$ cat config.mk
export PLATFORM = sky130hd
export DESIGN_NAME = program_rom_loader
export DESIGN_NICKNAME = d
export VERILOG_FILES = /design/src/rtl/program_rom_loader.sv
export SDC_FILE = /design/constraint.sdc
export NUM_CORES = 1
export LEC_CHECK = 0
export CAP_MARGIN = 10
export CORE_MARGIN = 3
export CORE_UTILIZATION = 52
export CTS_CLUSTER_SIZE = 14
export DETAILED_ROUTE_END_ITERATION = 12
export GPL_ROUTABILITY_DRIVEN = 0
export PLACE_DENSITY_LB_ADDON = 0.1
export SLEW_MARGIN = 30
export SYNTH_ARGS = -nofsm -noshare
export SYNTH_HDL_FRONTEND = slang
export SYNTH_SLANG_ARGS = --single-unit
$ cat constraint.sdc
create_clock -name clk -period 2.51 [get_ports clk]
set_clock_uncertainty 0.05 [all_clocks]
set_input_delay 0.3765 -clock clk [delete_from_list [all_inputs] [get_ports clk]]
set_output_delay 0.3765 -clock clk [all_outputs]
set_load 0.01 [all_outputs]
$ cat src/rtl/program_rom_loader.sv
// Byte-stream program loader for the 20-bit instruction ROM: packs three bytes
// per word, writes words to consecutive addresses and flags completion or framing errors.
module program_rom_loader #(
  parameter int ADDR_W = 10
) (
  input  logic              clk,
  input  logic              rst_n,
  input  logic              start,
  input  logic [7:0]        byte_in,
  input  logic              byte_valid,
  output logic              byte_ready,
  output logic [ADDR_W-1:0] rom_addr,
  output logic [19:0]       rom_data,
  output logic              rom_en,
  output logic              rom_rw,
  output logic              done_loading,
  output logic              error,
  output logic [ADDR_W:0]   word_count
);

  typedef enum logic [2:0] {
    ST_IDLE  = 3'd0,
    ST_B0    = 3'd1,
    ST_B1    = 3'd2,
    ST_B2    = 3'd3,
    ST_WRITE = 3'd4,
    ST_DONE  = 3'd5,
    ST_ERR   = 3'd6
  } state_t;

  localparam logic [ADDR_W:0] CAPACITY = {1'b1, {ADDR_W{1'b0}}};
  localparam logic [19:0]     TERMINATOR = 20'h00000;

  // First byte carries only the opcode nibble; the upper nibble must be clear.
  function automatic logic framing_bad(input logic [7:0] b0);
    framing_bad = (b0[7:4] != 4'h0);
  endfunction

  function automatic logic [19:0] assemble_word(input logic [3:0] nib,
                                                input logic [7:0] mid,
                                                input logic [7:0] low);
    assemble_word = {nib, mid, low};
  endfunction

  state_t          state_r;
  logic [3:0]      nib_r;
  logic [7:0]      mid_r;

  logic            accept_s;
  logic            arm_s;
  logic [19:0]     word_s;
  logic [ADDR_W:0] next_count_s;
  logic            count_full_s;

  // Handshake qualification, word assembly and capacity look-ahead.
  always_comb begin
    accept_s     = 1'b0;
    arm_s        = 1'b0;
    word_s       = 20'h00000;
    next_count_s = word_count + {{ADDR_W{1'b0}}, 1'b1};
    count_full_s = 1'b0;
    if (byte_valid && byte_ready) begin
      accept_s = 1'b1;
    end else begin
      accept_s = 1'b0;
    end
    if (start && ((state_r == ST_IDLE) || (state_r == ST_DONE) || (state_r == ST_ERR))) begin
      arm_s = 1'b1;
    end else begin
      arm_s = 1'b0;
    end
    word_s = assemble_word(nib_r, mid_r, byte_in);
    if (next_count_s == CAPACITY) begin
      count_full_s = 1'b1;
    end else begin
      count_full_s = 1'b0;
    end
  end

  // Loader FSM; every output is a register updated alongside the state.
  always_ff @(posedge clk or negedge rst_n) begin
    if (!rst_n) begin
      state_r      <= ST_IDLE;
      nib_r        <= 4'h0;
      mid_r        <= 8'h00;
      byte_ready   <= 1'b0;
      rom_addr     <= {ADDR_W{1'b0}};
      rom_data     <= 20'h00000;
      rom_en       <= 1'b0;
      rom_rw       <= 1'b1;
      done_loading <= 1'b0;
      error        <= 1'b0;
      word_count   <= {(ADDR_W+1){1'b0}};
    end else if (arm_s) begin
      state_r      <= ST_B0;
      byte_ready   <= 1'b1;
      rom_en       <= 1'b0;
      rom_rw       <= 1'b1;
      done_loading <= 1'b0;
      error        <= 1'b0;
      word_count   <= {(ADDR_W+1){1'b0}};
    end else begin
      case (state_r)
        ST_IDLE: begin
          byte_ready <= 1'b0;
        end

        ST_B0: begin
          if (accept_s) begin
            if (framing_bad(byte_in)) begin
              state_r      <= ST_ERR;
              byte_ready   <= 1'b0;
              error        <= 1'b1;
              done_loading <= 1'b0;
            end else begin
              nib_r   <= byte_in[3:0];
              state_r <= ST_B1;
            end
          end
        end

        ST_B1: begin
          if (accept_s) begin
            mid_r   <= byte_in;
            state_r <= ST_B2;
          end
        end

        ST_B2: begin
          if (accept_s) begin
            byte_ready <= 1'b0;
            // The all-zero terminator word ends the load and is never written.
            if (word_s == TERMINATOR) begin
              state_r      <= ST_DONE;
              done_loading <= 1'b1;
            end else begin
              state_r  <= ST_WRITE;
              rom_addr <= word_count[ADDR_W-1:0];
              rom_data <= word_s;
              rom_en   <= 1'b1;
              rom_rw   <= 1'b0;
            end
          end
        end

        ST_WRITE: begin
          rom_en     <= 1'b0;
          rom_rw     <= 1'b1;
          word_count <= next_count_s;
          if (count_full_s) begin
            state_r      <= ST_DONE;
            byte_ready   <= 1'b0;
            done_loading <= 1'b1;
          end else begin
            state_r    <= ST_B0;
            byte_ready <= 1'b1;
          end
        end

        ST_DONE: begin
          byte_ready   <= 1'b0;
          done_loading <= 1'b1;
        end

        ST_ERR: begin
          byte_ready   <= 1'b0;
          done_loading <= 1'b0;
          error        <= 1'b1;
        end

        default: begin
          state_r    <= ST_IDLE;
          byte_ready <= 1'b0;
          rom_en     <= 1'b0;
          rom_rw     <= 1'b1;
        end
      endcase
    end
  end

endmodule

Word level (Yosys, flattened, before mapping)
Cells that the tools add are included.

storage, ports and cells
  memories kept = 0
  latch bits = 0
  register bits = 61
  RAM bits = 0
  input bits = 12
  memory bits (read-only) = 0

cells by class
  bitwise operators = 3
  multiply operators = 0
  shifts and indexed selects = 0
  reduce and logical (&&, ||, !) cells = 20
  div/mod/pow operators = 0
  $lt $le $gt $ge = 0
  add/subtract/negate cells = 1
  muxes and demuxes = 36
  eq/ne operators = 17

operator list
  cell                                           number
  2-to-1 mux 1 bit                               22
  2-to-1 mux 11 bit                              2
  != test 3 bit, second input constant           7
  zero test 20 bit                               1
  2-to-1 mux 3 bit                               6
  AND reduction 4 bit                            4
  case mux 3 bit (5 select lines)                1
  adder 11 x 1 -> 11 bit, second input constant  1
  == test 11 bit, second input constant          1
  == test 3 bit, second input constant           3
  AND reduction 3 bit                            3
  == test 3 x 2 -> 1 bit, second input constant  2
  case mux 1 bit (2 select lines)                3
  AND reduction 6 bit                            1
  nonzero test 6 bit                             1
  case mux 1 bit (5 select lines)                1
  OR reduction 5 bit                             1
  != test 2 x 1 -> 1 bit, second input constant  2
  case mux 1 bit (4 select lines)                1
  nonzero test 4 bit                             1
  == test 3 x 1 -> 1 bit, second input constant  1
  zero test 3 bit                                1
  NOT 1 bit                                      3
  nonzero test 3 bit                             1
  5 further kinds                                7

Depth between registers and ports, before layout
  word-level depth = 7
  mapped depth = 7

Worst setup path after synthesis
OpenSTA, ideal clock, no wires.

  path type = register to register
  start point = reg word_count[0]
  end point = reg done_loading
  setup slack = 0.445 ns
  stages on the path, launching flop included = 8
  buffers on the path = 1
  arrival time = 1.936 ns
  data required time = 2.380 ns
  library setup time = 0.080 ns
  cell sequence = dfrtp_1 ha_1 and2_1 buf_2 a2111oi_4 o311ai_4 o31a_2 o22ai_2

on the way
  cells in the longest elaborated chain, start to end = 5

ends and longest elaborated chain
  item                                  RTL line  source
  start: declaration                    18        output logic [ADDR_W:0] word_count
  start signal: assignment              93        word_count <= {(ADDR_W+1){1'b0}};
  start signal: assignment              101       word_count <= {(ADDR_W+1){1'b0}};
  start signal: assignment              149       word_count <= next_count_s;
  adder 11 x 1 -> 11 bit                60        next_count_s = word_count + {{ADDR_W{1'b0}}, 1'b1};
  == test 11 bit                        73        if (next_count_s == CAPACITY) begin
  2-to-1 mux 1 bit                      73
  != test 3 bit (no source line)        --
  AND reduction 6 bit (no source line)  --
  end signal: assignment                91        done_loading <= 1'b0;
  end signal: assignment                99        done_loading <= 1'b0;
  end signal: assignment                114       done_loading <= 1'b0;
  end: declaration                      16        output logic done_loading,

Every way passes these cells.
A chain may end at the register's enable or synchronous reset.

Final worst setup path
Ends and elaborated chain as after synthesis.

==> results.cfg <==
[hold_path]
hold_path_class = primary input to asynchronous set/reset pin

[power_and_ir_drop]
ir_drop_uv = 584.9
leakagePower_nw = 1.765
p_total_mw = 3.829
power.density_nw_per_um2 = 982.2

[route]
wire_per_inst_um = 15.98
drc = 0
via_per_inst = 5.542
final_antenna_net_count = 0
drtPass1Iterations = 4
via_count = 2095
drt_iter0_markers = 91
drt-total-wl_um = 6039

[timing]
finalHoldViolations = 14
period_share_pct = 87.17
hold_ws_ns = -0.01332
finalSetupViolations = 0
finalSetupTns_ns = 0
finalCriticalPeriod_ns = 2.188
relSlewSlack_pct = 67.41
drv_slew = 0
rsz0062_at_grt = false
tightest_slew_ns = 0.4867
max_freq_mhz = 457.0

[placed_design]
hpwl_um = 4187
io_buffers = 57

[global_route]
grt_usage_pct = 20.48
antenna_found_initial = 0
grt_pass1_wl_um = 10190
grt_pass1_vias = 2011
gr-total-overflow = 0
grt_max_degree = 62

[worst_setup_path]
reg2reg_slack_ns = 0.32
crit_path_start_kind = flip-flop
cp-endpoint = done_loading
ff2ff_path_depth = 6
r2r_end = done_loading
critPathLaunch = word_count[0]
cp.required_ns = 2.71
path_class = flip-flop to flip-flop
r2r_start = word_count[0]
cp.arrival_ns = 2.39
cp-end-kind = flip-flop
critical_path.max_fanout = 7

[synth]
postSynthCellCount = 233
synth_enable_flop_cells = 0
syn_area_um2 = 3004
ys_seq_area_share_pct = 50.85
syn-num-nets = 246
ys_ff_latch = 61
syn_area_per_cell_um2 = 12.89
ys_types = 54
synthFlopType = dfrtp_1
synth_warnings = 0
async_flop_share_pct = 100.0

[die]
die_area_um2 = 6725
die_width_um = 82.01
fp.dieH_um = 82.01
initial_core_util_pct = 54.22
row_count = 27
io_pins = 58
core_area_um2 = 5540

[status]
status = finished, violations left
violations = hold timing

[clocking]
clkTransAtPathRegs_ns = 0.07
cts_buffers = 9
clk_latency_ns = 0.34
cts_tree = built
cts_buffer_depth = 2
cts.sinks = 61
htreeDepth = 3
cts_setup_buffers = 0
postCtsHoldBufs = 0
ctsResizeCount = 0
root_buffer = clkbuf_8

[finish]
syn_to_final_growth_pct = 29.78
antenna_cells = 0
mostFrequentLayoutCells = dfrtp_1, clkdlybuf4s50_1, mux2_4
drive_gt1_share_pct = 28.76
layout_commonest_cell = dfrtp_1
final_nets = 314

[run]
drv_cap = 0
registers in the layout, summed over array words and instances, names as in the netlist:
register,flops
rom_en,1
state_r,3
byte_ready,1
rom_data,20
word_count,11
error,1
rom_rw,1
done_loading,1
rom_addr,10
mid_r,8
nib_r,4
kinds of logic after synthesis:
kind of cell	share of synthesized area, %
and+or+nand+nor	12.41
DFF	50.85
muxes	19.99
AOI/OAI and AO/OA	10.75
buffers and inverters	3.249
xor gates and xnor gates	2.332
adders and majority gates	0.4164
cell usage after synthesis, drive strengths merged (3+ instances only):
| master | instances | area [um2] |
|---|---|---|
| o21ai | 9 | 45.04 |
| dfrtp | 60 | 1501 |
| nand2 | 15 | 56.30 |
| o31ai | 3 | 22.52 |
| a21oi | 6 | 30.03 |
| nor3 | 3 | 20.02 |
| mux2 | 43 | 600.6 |
| nor2 | 18 | 70.07 |
| inv | 6 | 22.52 |
| nand3 | 6 | 42.54 |
| buf | 9 | 63.81 |
| clkbuf | 3 | 11.26 |
| xnor2 | 5 | 43.79 |
| xor2 | 3 | 26.28 |
| nor4 | 8 | 71.32 |
worst min path at each step:
| stage | from | to | slack [ns] | depth (start not counted) |
|---|---|---|---|---|
| after floorplan | rst_n | byte_ready | 0.03 | 0 |
| after global placement | rst_n | rom_addr[0] | 0.36 | 2 |
| after detailed placement | rst_n | rom_addr[0] | 0.36 | 2 |
| after CTS | rst_n | word_count[2] | 0.001 | 2 |
| after global routing | rst_n | word_count[1] | 0.003 | 2 |
| final | rst_n | rom_addr[0] | -0.01 | 2 |
power by group:
part / leakage, nW / internal, mW / switching (mW)
Sequential: 0.809 / 1.29 / 0.242
Clock: 0.102 / 0.483 / 0.383
Combinational: 0.853 / 0.854 / 0.572
Total: 1.76 / 2.63 / 1.20
through the flow:
stage	util [%]	worst slack [ns]	instances	cell area (um2)
2_1_floorplan	-	0.4448	233	3004
3_5_place_dp	66.78	0.07141	362	3700
3_3_place_gp	66.78	0.08685	362	3700
6_report	70.37	0.3220	378	3899
4_1_cts	70.37	0.3285	378	3899
5_1_grt	70.37	0.2359	378	3899
final cells by class:
class                           count  area [um2]
Fill cell                         403        1642
Sequential cell                    61        1528
Multi-Input combinational cell    154        1379
Timing Repair Buffer               69       680.7
Clock buffer                       10       137.6
Tap cell                           72       90.09
Clock inverter                      6       61.31
Inverter                            6       22.52
critical path, cell delays in order, from the launching register on:
cell and delay, ns:
dfrtp_1 0.45, ha_1 0.28, and2_1 0.27, a2111oi_4 0.43
o311ai_4 0.15, o31a_2 0.32, o22ai_2 0.16
per-layer routing:
metal  wire length, um  global-route usage (%)
met5                 0                       0
met3               277                   5.702
met4                96                   8.140
met2              2845                   30.13
met1              2820                   28.56
Note: power is estimated with default switching activity, not from simulation.
